File: src/rtl/gate_sweep_pkg.sv
// Shared definitions for the gate_sweep self-test block: op codes, sequencer
// states, the NAND primitive and the helpers that walk the enabled-op mask.
package gate_sweep_pkg;

  localparam int NUM_OPS = 8;

  typedef enum logic [2:0] {
    OP_AND  = 3'd0,
    OP_NAND = 3'd1,
    OP_OR   = 3'd2,
    OP_NOR  = 3'd3,
    OP_XOR  = 3'd4,
    OP_XNOR = 3'd5,
    OP_NOT  = 3'd6,
    OP_PASS = 3'd7
  } op_e;

  typedef enum logic [1:0] {
    IDLE  = 2'd0,
    RUN   = 2'd1,
    DRAIN = 2'd2,
    DONE  = 2'd3
  } state_e;

  // The single primitive every logic function in nand_alu is built from.
  function automatic logic nand2(input logic a, input logic b);
    return ~(a & b);
  endfunction

  // Lowest enabled op code; only meaningful when mask is nonzero.
  function automatic op_e first_op(input logic [NUM_OPS-1:0] mask);
    op_e res;
    res = OP_AND;
    for (int k = NUM_OPS - 1; k >= 0; k--) begin
      if (mask[k]) res = op_e'(k[2:0]);
    end
    return res;
  endfunction

  // True when some op with a higher code than cur is enabled.
  function automatic logic has_next(input logic [NUM_OPS-1:0] mask, input op_e cur);
    logic found;
    found = 1'b0;
    for (int k = 0; k < NUM_OPS; k++) begin
      if (k > int'(cur) && mask[k]) found = 1'b1;
    end
    return found;
  endfunction

  // Next enabled op code above cur; returns cur when there is none.
  function automatic op_e next_op(input logic [NUM_OPS-1:0] mask, input op_e cur);
    op_e nxt;
    nxt = cur;
    for (int k = NUM_OPS - 1; k >= 0; k--) begin
      if (k > int'(cur) && mask[k]) nxt = op_e'(k[2:0]);
    end
    return nxt;
  endfunction

endpackage

File: src/rtl/gate_sweep_nand_alu.sv
// nand_alu: purely combinational WIDTH-bit logic unit. Every logic function is
// a per-bit chain of two-input NAND gates; the op code only picks which chain
// output reaches the result.
module nand_alu
  import gate_sweep_pkg::*;
#(
  parameter int WIDTH = 2
) (
  input  op_e              op,
  input  logic [WIDTH-1:0] x,
  input  logic [WIDTH-1:0] y,
  output logic [WIDTH-1:0] res
);

  logic [WIDTH-1:0] n_xy;   // nand(x,y)
  logic [WIDTH-1:0] n_x;    // not x
  logic [WIDTH-1:0] n_y;    // not y
  logic [WIDTH-1:0] f_and;
  logic [WIDTH-1:0] f_or;
  logic [WIDTH-1:0] f_nor;
  logic [WIDTH-1:0] t_x;    // nand(x, nand(x,y))
  logic [WIDTH-1:0] t_y;    // nand(y, nand(x,y))
  logic [WIDTH-1:0] f_xor;
  logic [WIDTH-1:0] f_xnor;
  logic [WIDTH-1:0] f_pass;

  for (genvar i = 0; i < WIDTH; i++) begin : g_bit
    assign n_xy[i]   = nand2(x[i], y[i]);
    assign n_x[i]    = nand2(x[i], x[i]);
    assign n_y[i]    = nand2(y[i], y[i]);
    assign f_and[i]  = nand2(n_xy[i], n_xy[i]);
    assign f_or[i]   = nand2(n_x[i], n_y[i]);
    assign f_nor[i]  = nand2(f_or[i], f_or[i]);
    assign t_x[i]    = nand2(x[i], n_xy[i]);
    assign t_y[i]    = nand2(y[i], n_xy[i]);
    assign f_xor[i]  = nand2(t_x[i], t_y[i]);
    assign f_xnor[i] = nand2(f_xor[i], f_xor[i]);
    assign f_pass[i] = nand2(n_x[i], n_x[i]);
  end

  // Select the chain output for the requested op.
  always_comb begin
    res = '0;
    case (op)
      OP_AND:  res = f_and;
      OP_NAND: res = n_xy;
      OP_OR:   res = f_or;
      OP_NOR:  res = f_nor;
      OP_XOR:  res = f_xor;
      OP_XNOR: res = f_xnor;
      OP_NOT:  res = n_x;
      OP_PASS: res = f_pass;
      default: res = '0;
    endcase
  end

endmodule

File: src/rtl/gate_sweep.sv
// gate_sweep: bring-up self-test for the NAND gate library. A sequencer walks
// every {y,x} operand pair through each enabled op, the NAND-built result and a
// native-operator reference are registered in stage 1 and compared in stage 2.
// Optional first-failure log: define GATE_SWEEP_FAILLOG_EN.
//
// Handshake: i_start is a level sampled only while IDLE (i_op_mask is latched
// in that same cycle); once accepted o_busy covers RUN and DRAIN and o_done is a
// single-cycle pulse in DONE, with o_pass/o_err_cnt valid from that cycle until
// the next accepted start. i_start outside IDLE is ignored.
module gate_sweep
  import gate_sweep_pkg::*;
#(
  parameter int WIDTH = 2,
  parameter int ERR_W = 16
) (
  input  logic             i_clk,
  input  logic             i_rst_n,
  input  logic             i_start,
  input  logic [7:0]       i_op_mask,
  input  logic             i_fault_inj,
  output logic             o_busy,
  output logic             o_done,
  output logic             o_pass,
  output logic [ERR_W-1:0] o_err_cnt,
  output logic [2:0]       o_op,
  output logic [WIDTH-1:0] o_x,
  output logic [WIDTH-1:0] o_y,
  output logic [WIDTH-1:0] o_res,
`ifdef GATE_SWEEP_FAILLOG_EN
  output logic             o_fail_vld,
  output logic [2:0]       o_fail_op,
  output logic [WIDTH-1:0] o_fail_x,
  output logic [WIDTH-1:0] o_fail_y,
`endif
  output state_e           o_state
);

  localparam int IDX_W = 2 * WIDTH;

  state_e           state;
  logic [7:0]       mask_q;
  op_e              op_q;
  logic [IDX_W-1:0] idx_q;      // {y,x}, x in the LSBs
  logic             drain_cnt;

  logic             s1_vld;
  logic [WIDTH-1:0] s1_res;
  logic [WIDTH-1:0] s1_ref;
  logic [WIDTH-1:0] s1_res_f;   // stage-1 result after optional fault flip

  logic [WIDTH-1:0] cur_x;
  logic [WIDTH-1:0] cur_y;
  logic [WIDTH-1:0] alu_res;
  logic [WIDTH-1:0] ref_res;
  logic             accept;
  logic             mismatch;

  assign cur_x    = idx_q[WIDTH-1:0];
  assign cur_y    = idx_q[IDX_W-1:WIDTH];
  assign accept   = (state == IDLE) && i_start;
  // The fault flips bit 0 of whatever vector sits in stage 1 this cycle.
  assign s1_res_f = s1_res ^ WIDTH'(i_fault_inj & s1_vld);
  assign mismatch = s1_vld && (s1_res_f != s1_ref);

  assign o_op    = op_q;
  assign o_x     = cur_x;
  assign o_y     = cur_y;
  assign o_res   = s1_res_f;
  assign o_state = state;

  nand_alu #(
    .WIDTH(WIDTH)
  ) u_alu (
    .op  (op_q),
    .x   (cur_x),
    .y   (cur_y),
    .res (alu_res)
  );

  // Native-operator reference for the vector issued in stage 0.
  always_comb begin
    ref_res = '0;
    case (op_q)
      OP_AND:  ref_res = cur_x & cur_y;
      OP_NAND: ref_res = ~(cur_x & cur_y);
      OP_OR:   ref_res = cur_x | cur_y;
      OP_NOR:  ref_res = ~(cur_x | cur_y);
      OP_XOR:  ref_res = cur_x ^ cur_y;
      OP_XNOR: ref_res = ~(cur_x ^ cur_y);
      OP_NOT:  ref_res = ~cur_x;
      OP_PASS: ref_res = cur_x;
      default: ref_res = '0;
    endcase
  end

  // Sequencer FSM: issues one vector per RUN cycle, drains, pulses done.
  always_ff @(posedge i_clk or negedge i_rst_n) begin
    if (!i_rst_n) begin
      state     <= IDLE;
      mask_q    <= '0;
      op_q      <= OP_AND;
      idx_q     <= '0;
      drain_cnt <= 1'b0;
      o_busy    <= 1'b0;
      o_done    <= 1'b0;
      o_pass    <= 1'b0;
    end else begin
      o_done <= 1'b0;
      case (state)
        IDLE: begin
          if (i_start) begin
            mask_q <= i_op_mask;
            o_pass <= 1'b0;
            if (i_op_mask != 8'd0) begin
              state  <= RUN;
              op_q   <= first_op(i_op_mask);
              idx_q  <= '0;
              o_busy <= 1'b1;
            end else begin
              // Empty mask: nothing to check, so the sweep trivially passes.
              state  <= DONE;
              o_done <= 1'b1;
              o_pass <= 1'b1;
            end
          end
        end
        RUN: begin
          if (idx_q == {IDX_W{1'b1}}) begin
            idx_q <= '0;
            if (has_next(mask_q, op_q)) begin
              op_q <= next_op(mask_q, op_q);
            end else begin
              state     <= DRAIN;
              drain_cnt <= 1'b0;
            end
          end else begin
            idx_q <= idx_q + 1'b1;
          end
        end
        DRAIN: begin
          if (drain_cnt) begin
            // Last compare has landed in o_err_cnt by now.
            state  <= DONE;
            o_busy <= 1'b0;
            o_done <= 1'b1;
            o_pass <= (o_err_cnt == '0);
          end else begin
            drain_cnt <= 1'b1;
          end
        end
        DONE: begin
          state <= IDLE;
        end
        default: state <= IDLE;
      endcase
    end
  end

  // Stage 1: register the NAND-unit result and the reference result.
  always_ff @(posedge i_clk or negedge i_rst_n) begin
    if (!i_rst_n) begin
      s1_vld <= 1'b0;
      s1_res <= '0;
      s1_ref <= '0;
    end else begin
      s1_vld <= (state == RUN);
      s1_res <= alu_res;
      s1_ref <= ref_res;
    end
  end

  // Stage 2: count mismatches, saturating at all-ones.
  always_ff @(posedge i_clk or negedge i_rst_n) begin
    if (!i_rst_n) begin
      o_err_cnt <= '0;
    end else if (accept) begin
      o_err_cnt <= '0;
    end else if (mismatch && (o_err_cnt != {ERR_W{1'b1}})) begin
      o_err_cnt <= o_err_cnt + 1'b1;
    end
  end

`ifdef GATE_SWEEP_FAILLOG_EN
  logic [2:0]       s1_op;
  logic [WIDTH-1:0] s1_x;
  logic [WIDTH-1:0] s1_y;

  // Carry the stage-0 vector alongside its results for the failure log.
  always_ff @(posedge i_clk or negedge i_rst_n) begin
    if (!i_rst_n) begin
      s1_op <= '0;
      s1_x  <= '0;
      s1_y  <= '0;
    end else begin
      s1_op <= op_q;
      s1_x  <= cur_x;
      s1_y  <= cur_y;
    end
  end

  // Capture only the first mismatching vector of a sweep.
  always_ff @(posedge i_clk or negedge i_rst_n) begin
    if (!i_rst_n) begin
      o_fail_vld <= 1'b0;
      o_fail_op  <= '0;
      o_fail_x   <= '0;
      o_fail_y   <= '0;
    end else if (accept) begin
      o_fail_vld <= 1'b0;
      o_fail_op  <= '0;
      o_fail_x   <= '0;
      o_fail_y   <= '0;
    end else if (mismatch && !o_fail_vld) begin
      o_fail_vld <= 1'b1;
      o_fail_op  <= s1_op;
      o_fail_x   <= s1_x;
      o_fail_y   <= s1_y;
    end
  end
`endif

endmodule

File: config.mk
export PLATFORM = sky130hd
export DESIGN_NAME = gate_sweep
export DESIGN_NICKNAME = d
export VERILOG_FILES = /design/src/rtl/gate_sweep_pkg.sv /design/src/rtl/gate_sweep_nand_alu.sv /design/src/rtl/gate_sweep.sv
export SDC_FILE = /design/constraint.sdc
export NUM_CORES = 1
export LEC_CHECK = 0
export BUFFER_PORTS_ARGS = -buffer_cell sky130_fd_sc_hd__buf_2
export CORE_MARGIN = 5
export CORE_UTILIZATION = 60
export CTS_BUF_LIST = sky130_fd_sc_hd__clkbuf_4
export CTS_CLUSTER_SIZE = 28
export DETAILED_ROUTE_END_ITERATION = 16
export PLACE_DENSITY = 0.85
export SYNTH_ARGS = -nofsm -noshare
export SYNTH_HDL_FRONTEND = slang
export SYNTH_SLANG_ARGS = --single-unit
File: constraint.sdc
create_clock -name i_clk -period 2.65 [get_ports i_clk]
set_input_delay 0.1325 -clock i_clk [delete_from_list [all_inputs] [get_ports i_clk]]
set_output_delay 0.1325 -clock i_clk [all_outputs]
set_load 0.1 [all_outputs]
==> summary.md <==
| Metric | Value |
|---|---|
| Max-slew headroom | 0.4124 |
| Pwr dens | 1231 mW/mm^2 |
| Main combinational cell family by area after synthesis | simple AND/OR/NAND/NOR gates |
| Critical Path RT | roughly 2.9 ns |
| CTS tree | done |
| Iteration count of the initial detailed-routing pass | 5 |
| Layout area overhead | 13.16% |
| CP max FO | 16 |
| Routed WL per cell | 16.16 um |
| Synth Area in XOR/XNOR | 0.05755 |
| Die Height | approximately 74 um |
| Drt initial violations | roughly 230 |
| Overall routing resource usage | 0.2326 |
| # setup viols final | 0 |
| Number of global-route vias before repair | 2,036 |
| # fillers | around 330 |
| Area of the mapped netlist | ~0.0024 sq mm |
| Fmax | approximately 0.47 GHz |
| Syn Nets | around 280 |
| Period Utilization, post-route | 0.7990 |
| Area contributors post-synth | dfrtp_1, ha_1, nor2_1, xnor2_1, inv_1 |
| Synth Area in Compound Gates | 0.1614 |
| Via count | between 2,000 and 2,500 |
| Root buffer cell | clkbuf_4 |
| Least-Margin Pin Slew | a little under 0.9 ns |
| Final GP Congestion | approximately 0.94 |
| Flops & latches, synth | 39 |
| Synth cell types | 55 |
| Final TNS setup | 0 ns |
| Initial antenna violation count | 0 |
| Net count, final | roughly 320 |
| Core footprint | between 0.003 and 0.004 sq mm |
| CTS Buf Count | 5 |
| DP Wirelength | between 4000 and 5000 um |
| Final Slew Violations | 0 |
| Starting Density | 0.6131 |
| Synth Area in Simple Gates | 0.2055 |
| Worst-path clk slew | between 0.1 and 0.15 ns |
| H-tree depth | 2 |
| Clock skew | roughly 0.016 ns |
| GRT overflow | 0 |
| Syn Inst Count | 259 |
| Post-synth EDFFs | 0 |
| Critical Path Start Type | flop |
| Die Wd | 73.70 um |
| Synth warnings | 0 |
| Post-CTS Resized | 0 |
| Share of cells above drive strength 1 | 0.2193 |
| Endpoint type of the worst setup path | flop |
| DRC | 0 |
| Setup CP Type | flop to flop |
| Final hold vios | 0 |
| Detailed Route WL | 5673 um |
| Sequential area share after synthesis | 0.4008 |
| Port bufs | between 40 and 50 |
| Yosys top cell area share | 0.4008 |
| Sink Count | 39 |
| Pwr Total | 3.391 mW |
| Leakage | 1.266 nW |
| Largest net degree at the start of global routing | 40 |
| Status | finished clean |
| Yosys top cell by area | dfrtp_1 |
| Arrival time worst endpoint | 2.39 ns |
| Mux share of post-synthesis cell area | 0.06578 |
| RSZ-0062 raised after global routing | false |
| Antenna cells | 0 |
| Async S/R FF share, synth | 1.000 |
| Post-Synth Adder-Cell Area | 0.05653 |
| Primary FF master, synth | dfrtp_1 |
| ANT nets after route | 0 |
| I/O Pins | 42 |
| CTS Buffer Depth | 2 |
| Max cap viols | 0 |
| First-pass GRT wire length | roughly 9700 um |
| Die area | 0.005432 sq mm |
| Peak VDD IR | 0.7938 mV |
| Post-layout min period | 2.117 ns |
| Fin util | 0.6938 |
| Synth Area per Inst | 9.401 sq um |
| Clock latency on the worst-skew pair | 0.36 ns |
| Rows | 23 |
| Hold Crit Class | input port to flop |
| Vias per inst | 5.994 |
## path summary, 6_finish.rpt
check / startpoint / end / slack (ns) / cells after the start
worst max-delay path: o_op[0] / o_state[0] / 0.53 / 5
max in group asynchronous: i_rst_n / o_err_cnt[7] / 1.67 / 2
min in group asynchronous: i_rst_n / s1_vld / 0.41 / 2
worst max register to register: o_op[0] / o_state[0] / 0.53 / 5
worst min-delay path: i_op_mask[6] / mask_q[6] / 0.04 / 3
worst min register to register: o_pass / o_pass / 0.55 / 2
## registers in the layout, summed over array words and instances (netlist names)
register / count
o_op: 3
drain_cnt: 1
s1_vld: 1
o_busy: 1
o_state: 2
o_pass: 1
o_err_cnt: 16
s1_res: 1
idx_q: 4
s1_ref: 1
mask_q: 7
o_done: 1
## repair_timing
item / 4_1_cts / 5_1_grt
hold buffers: 1 / 0
buffers inserted: 0 / 0
endpoints found under the hold margin: 39 / 0
setup endpoints to repair: 0 / 0
## layout make-up
cell class                 count  area [sq um]  share of cell area
tap                           50         62.56             0.02271
multi-input combinational    189          1331              0.4832
clock buffer                   5         37.54             0.01362
inverter                      21         78.83             0.02861
clock inverter                 3         38.79             0.01408
sequential                    39         975.9              0.3542
timing repair buffer          44         230.2             0.08356
## cells by family after synthesis
group                    count (synthesis)
AO/OA/AOI/OAI                           54
XOR/XNOR                                16
adder cells (fa/ha/maj)                 11
buffers and inverters                   31
flip-flops                              39
multiplexers                            13
AND/OR/NAND/NOR                         95
## placed cells by master (no fill, tap or decap), types with 7 or more instances in the layout
cell type | netlist | final
nor2_1 | 28 | 28
o21ai_0 | 11 | 11
inv_1 | 21 | 21
nor4_1 | 7 | 7
buf_2 | 0 | 41
xnor2_1 | 10 | 10
nand2_1 | 13 | 13
nand3_1 | 7 | 7
a21oi_1 | 11 | 11
nor3_1 | 9 | 9
ha_1 | 11 | 11
dfrtp_1 | 39 | 39
## worst max-delay path: stages (launching register included)
cell and delay (ns):
dfrtp_1 0.67, nor3b_1 0.13, nor4_1 0.54, nand4bb_1 0.24, a21bo_2 0.29, mux2i_1 0.17
## synth_stat cells, types with 2 or more instances
library cell  number
a2111oi_0          2
a211oi_1           4
a21boi_0           2
a21oi_1           11
a22oi_1            3
a31oi_1            2
a32oi_1            2
and2_1             3
and3_1             2
clkbuf_1           8
dfrtp_1           39
ha_1              11
inv_1             21
mux2_2             6
mux2_4             2
mux2i_1            4
nand2_1           13
nand2b_1           2
nand3_1            7
nand4_1            6
nor2_1            28
nor2b_1            6
nor3_1             9
nor4_1             7
o21ai_0           11
o22ai_1            2
o311ai_0           2
or3_1              3
xnor2_1           10
xor2_1             6
## metrics by stage
stage | area [sq um] | instances | setup WS (ns) | hold WS (ns)
final | 2755 | 351 | 0.5326 | 0.04032
after global routing | 2755 | 351 | 0.3114 | 0.03750
after CTS | 2755 | 351 | 0.5672 | 0.02659
after detailed placement | 2669 | 342 | 0.6159 | 0.3014
after global placement | 2669 | 342 | 0.6468 | 0.2901
after floorplan | 2435 | 259 | 0.1394 | -0.1631
## per-layer routing
layer / global-route usage / vias up / share of wire
li1: - / 1004 / -
met1: 0.3111 / 1000 / 0.44
met2: 0.3671 / 89 / 0.48
met3: 0.05198 / 11 / 0.067
met4: 0.08652 / 0 / 0.020
met5: 0 / - / 0
## power breakdown
part / internal [mW] / leakage (nW) / switching (mW)
registers: 0.769 / 0.504 / 0.197
logic: 0.615 / 0.720 / 1.41
clock network: 0.194 / 0.0426 / 0.206
Note: power is estimated with default switching activity, not from simulation.
